==> config.mk <==
export PLATFORM = sky130hd
export DESIGN_NAME = scan_ctrl
export DESIGN_NICKNAME = d
export VERILOG_FILES = /design/src/rtl/scan_pkg.sv /design/src/rtl/tick_prescaler.sv /design/src/rtl/scan_ctrl.sv
export SDC_FILE = /design/constraint.sdc
export NUM_CORES = 1
export LEC_CHECK = 0
export BUFFER_PORTS_ARGS = -buffer_cell sky130_fd_sc_hd__buf_2
export CAP_MARGIN = 25
export CORE_UTILIZATION = 45
export CTS_BUF_LIST = sky130_fd_sc_hd__clkbuf_2 sky130_fd_sc_hd__clkbuf_4 sky130_fd_sc_hd__clkbuf_8
export DETAILED_ROUTE_END_ITERATION = 6
export HOLD_SLACK_MARGIN = 0.02
export PLACE_DENSITY = 0.69
export REMOVE_ABC_BUFFERS = 1
export SYNTH_ARGS = -nofsm -noshare
export SYNTH_HDL_FRONTEND = slang
export SYNTH_SLANG_ARGS = --single-unit
==> constraint.sdc <==
create_clock -name clk -period 3.6 [get_ports clk]
set_clock_uncertainty 0.15 [all_clocks]
set_input_delay 0.36 -clock clk [delete_from_list [all_inputs] [get_ports clk]]
set_output_delay 0.36 -clock clk [all_outputs]
set_load 0.02 [all_outputs]
==> src/rtl/scan_pkg.sv <==
// scan_pkg: shared FSM state encoding and default widths for the scan controller
package scan_pkg;
  typedef enum logic [1:0] {IDLE = 2'd0, RUN = 2'd1, HOLD = 2'd2, FINISH = 2'd3} state_t;
  localparam int PRESC_WIDTH_DEF = 16;
  localparam int COUNTER_WIDTH_DEF = 8;
endpackage

==> src/rtl/tick_prescaler.sv <==
// tick_prescaler: counts 0..div and wraps, flagging the wrap cycle as tick
// ports: clk, rstna (async, active low), clr (sync clear), run (advance enable),
//        div (terminal count), tick (combinational, high when running at terminal count)
module tick_prescaler #(
  parameter int WIDTH = 16
) (
  input  logic             clk,
  input  logic             rstna,
  input  logic             clr,
  input  logic             run,
  input  logic [WIDTH-1:0] div,
  output logic             tick
);
  logic [WIDTH-1:0] cnt;
  assign tick = run && cnt == div;
  always_ff @(posedge clk or negedge rstna)
    if (!rstna) cnt <= '0;
    else if (clr) cnt <= '0;
    else if (run) cnt <= tick ? '0 : cnt + 1'b1;
endmodule

==> src/rtl/scan_ctrl.sv <==
// scan_ctrl: start/stop/hold scan FSM pacing a bounce shifter with ena pulses
// ports: clk, rstna (async, active low), start/stop (pulses), hold (level),
//        presc_div, target_periods, period_count (inputs latched on start),
//        ena (shift pulse), busy (RUN or HOLD), done (completion pulse), state
module scan_ctrl
  import scan_pkg::*;
#(
  parameter int PRESC_WIDTH = PRESC_WIDTH_DEF,
  parameter int COUNTER_WIDTH = COUNTER_WIDTH_DEF
) (
  input  logic                     clk,
  input  logic                     rstna,
  input  logic                     start,
  input  logic                     stop,
  input  logic                     hold,
  input  logic [PRESC_WIDTH-1:0]   presc_div,
  input  logic [COUNTER_WIDTH-1:0] target_periods,
  input  logic [COUNTER_WIDTH-1:0] period_count,
  output logic                     ena,
  output logic                     busy,
  output logic                     done,
  output logic [1:0]               state
);
  state_t st;
  logic [PRESC_WIDTH-1:0] div_q;
  logic [COUNTER_WIDTH-1:0] target_q, base_q, elapsed;
  logic go, complete, run, tick;
  assign go = st == IDLE && start && !stop;
  // modular subtraction absorbs wrap of the shifter's period counter
  assign elapsed = period_count - base_q;
  assign complete = target_q != '0 && elapsed == target_q;
  // freeze the prescaler on any edge that leaves RUN so a hold resumes exactly where it stopped
  assign run = st == RUN && !stop && !complete && !hold;
  assign busy = st == RUN || st == HOLD;
  assign state = st;
  tick_prescaler #(.WIDTH(PRESC_WIDTH)) u_presc (
    .clk  (clk),
    .rstna(rstna),
    .clr  (go),
    .run  (run),
    .div  (div_q),
    .tick (tick)
  );
  always_ff @(posedge clk or negedge rstna)
    if (!rstna) begin
      st <= IDLE;
      ena <= 1'b0;
      done <= 1'b0;
      div_q <= '0;
      target_q <= '0;
      base_q <= '0;
    end else begin
      ena <= 1'b0;
      done <= 1'b0;
      case (st)
        IDLE: if (go) begin
          st <= RUN;
          div_q <= presc_div;
          target_q <= target_periods;
          base_q <= period_count;
        end
        RUN: if (stop) st <= IDLE;
        else if (complete) begin
          st <= FINISH;
          done <= 1'b1;
        end else if (hold) st <= HOLD;
        else ena <= tick;
        HOLD: st <= stop ? IDLE : hold ? HOLD : RUN;
        FINISH: st <= IDLE;
      endcase
    end
endmodule

==> impl_metrics.env <==
export IMPL_drv_cap=0
export IMPL_cp_endpoint="u_presc.cnt[2]"
export IMPL_fin_crit_ps=3060
export IMPL_core_area_um2=6390
export IMPL_switching_share_pct=39.5
export IMPL_ys_flop_type="dfrtp_1"
export IMPL_synthArstFlopShare_pct=100
export IMPL_initial_core_util_pct=46.7
export IMPL_worst_ep_required_time_ps=3640
export IMPL_yosysWarnings=0
export IMPL_synth_seq_cells=52
export IMPL_reg2reg_setup_slack_ps=540
export IMPL_sequentialPowerShare_pct=41.1
export IMPL_finalSetupViolations=0
export IMPL_tightest_slew_ps=767
export IMPL_fin_util_pct=52.4
export IMPL_holdPathStages=3
export IMPL_power_frac_clock_pct=15.6
export IMPL_relSlewSlack_pct=48.9
export IMPL_final_common_cell="nand2_1"
export IMPL_final_cell_mix="103 x nand2_1, 52 x dfrtp_1, 41 x buf_2, 18 x xor2_1, 16 x o21ai_0"
export IMPL_crit_cells=10
export IMPL_port_buffers=41
export IMPL_synth_cell_type_count=45
export IMPL_hpwl_um=4390
export IMPL_grt_overflow=0
export IMPL_cts_htree_levels=2
export IMPL_totalWireLength_um=6190
export IMPL_fin_ws_ps=539
export IMPL_outcome="finished clean"
export IMPL_vias=2435
export IMPL_multiInputGateArea_um2=1540
export IMPL_yosysTopAreaCell="dfrtp_1"
export IMPL_synthTopCellsByArea="dfrtp_1 44%, nand2_1 13%, xor2_1 5.3%"
export IMPL_powerDensity_nw_per_um2=668
export IMPL_crit_path_max_incr_delay_ps=400
export IMPL_worst_path_buf_inv=1
export IMPL_maxClockFrequency_ghz=0.327
export IMPL_grt_usage_pct=19.5
export IMPL_drcViolationCount=0
export IMPL_start_kind="flop"
export IMPL_ant_nets=0
export IMPL_clk_pin_slew_ps=90
export IMPL_cts_max_path_buffers=2
export IMPL_rr_worst_depth=10
export IMPL_ios=42
export IMPL_cpLargestDelayFamily="simple AND/OR/NAND/NOR gates"
export IMPL_die_w_um=83.4
export IMPL_wire_per_inst_um=13.6
export IMPL_finalHoldViolCount=0
export IMPL_antenna_found_initial=0
export IMPL_grt_pass1_vias=2438
export IMPL_holdCritStartpoint="target_periods[3]"
export IMPL_cp_slowest_cell="dfrtp_1"
export IMPL_root_buffer="clkbuf_8"
export IMPL_worst_hold_slack_ps=98.7
export IMPL_drt_pass1_iterations=4
export IMPL_routabilityCongestion=0.819
export IMPL_cts_tree="done"
export IMPL_clock_latency_ps=290
export IMPL_crit_chain="ha_1, fa_1, nand3b_1, and2_1, or2_2, a31oi_1, a311oi_4, buf_4, and2_4, a32o_1"
export IMPL_power_switching_uw=883
export IMPL_synth_top_cell_area_share_pct=43.6
export IMPL_place_worst_setup_slack_ps=444
export IMPL_power_total_uw=2230
export IMPL_hold_path_class="input port to flop"
export IMPL_vias_per_cell=5.34
export IMPL_finalNetCount=427
export IMPL_reg2reg_to="u_presc.cnt[2]"
export IMPL_final_max_slew_viol_count=0
export IMPL_vdd_drop_max_v=0.000339
export IMPL_period_share_pct=85.0
export IMPL_combPwrFrac_pct=43.3
export IMPL_worst_path_max_fanout=22
export IMPL_rows=29
export IMPL_die_area_um2=6960
export IMPL_syn_to_final_growth_pct=12.1
export IMPL_postCtsSetupRepairBufs=0
export IMPL_rsz0062_at_grt="false"
export IMPL_r2r_start="base_q[0]"
export IMPL_synth_seq_area_share_pct=43.6
export IMPL_synth_avg_cell_area_um2=8.75
export IMPL_timing_setup_tns_ps=0
export IMPL_grt_max_degree=45
export IMPL_num_antenna_cells=0
export IMPL_cts_sinks=52
export IMPL_syn_area_um2=2980
export IMPL_arrival_ps=3100
export IMPL_syn_inst=341
export IMPL_crit_type="flop to flop"
export IMPL_die_h_um=83.4
export IMPL_crit_start="base_q[0]"
export IMPL_drt_iter0_drc=190
export IMPL_grt_pass1_wl_um=11200
export IMPL_power_leakage_uw=0.00168
export IMPL_regArea_um2=1300
export IMPL_n_fill_cell=603
export IMPL_cts_made_buffers=5
export IMPL_synth_edf_count=0
export IMPL_drive_gt1_share_pct=15.6
export IMPL_internal_power_uw=1350
export IMPL_critPathCaptureType="flop"
-- routing by layer --
metal	global-route usage, %	up-vias	wire [um]
met5	0	-	0
met2	32.0	61	2820
met1	27.8	1129	3040
li1	-	1243	-
met3	2.39	2	284
met4	4.62	0	41
-- flip-flops by register name (all words and copies together), names as in the netlist --
| signal | count |
|---|---|
| done | 1 |
| base_q | 8 |
| target_q | 8 |
| u_presc.cnt | 16 |
| div_q | 16 |
| ena | 1 |
| state | 2 |
-- metrics by stage --
| stage | instances | cell area [um^2] |
|---|---|---|
| 2_1_floorplan | 324 | 2900 |
| 3_3_place_gp | 447 | 3240 |
| 3_5_place_dp | 447 | 3240 |
| 4_1_cts | 456 | 3340 |
| 5_1_grt | 456 | 3340 |
| 6_report | 456 | 3340 |
-- how the worst min path moves through the flow --
stage             endpoint  slack, ps
2_1_floorplan    base_q[0]        -90
4_1_cts        target_q[1]         90
6_report       target_q[3]        100
5_1_grt           div_q[4]        100
3_3_place_gp     base_q[0]        320
3_5_place_dp      div_q[0]        330
-- Yosys cell counts (5+ instances only) --
cell and instances:
nor4_1 8, xnor2_1 8, o21ai_0 16, clkbuf_1 12
o21ai_1 5, xor2_1 18, a32o_1 13, nand3_1 8
a21oi_1 8, nand2_1 103, inv_1 15, ha_1 11
dfrtp_1 52, nor3_1 10, nor2_1 7
-- kinds of logic after synthesis --
| kind of cell | after synthesis | synth area share (%) |
|---|---|---|
| fa+ha+maj | 12 | 5.29 |
| compound gates | 56 | 13.8 |
| buf+inv | 32 | 4.82 |
| flops | 52 | 43.6 |
| simple gates | 163 | 24.9 |
| xor+xnor | 26 | 7.63 |
-- cell type report --
type                            instances  share of cell area, %
Timing Repair Buffer                   47                   7.56
Clock buffer                            7                   2.69
Multi-Input combinational cell        257                   46.0
Inverter                               15                   1.68
Sequential cell                        52                   38.9
Clock inverter                          1                  0.225
Tap cell                               77                   2.88
-- power groups by stage --
stage	Combinational, uW	Clock (uW)	Sequential [uW]
2_1_floorplan	738	0	906
3_3_place_gp	943	0	925
3_5_place_dp	966	0	935
4_1_cts	976	362	921
5_1_grt	1110	383	945
6_report	967	348	919
-- worst register-to-register path, cell delays in order, from the launching register on --
cell and delay [ps]:
dfrtp_1 400, ha_1 210, fa_1 400, nand3b_1 190
and2_1 170, or2_2 270, a31oi_1 310, a311oi_4 140
buf_4 230, and2_4 240, a32o_1 240
-- what timing repair did --
action | in CTS | in global routing
hold buffers | 1 | 0
hold endpoints to repair | 34 | 0
resized for setup | 0 | 0
No activity file was read; power rests on OpenSTA's default activity.
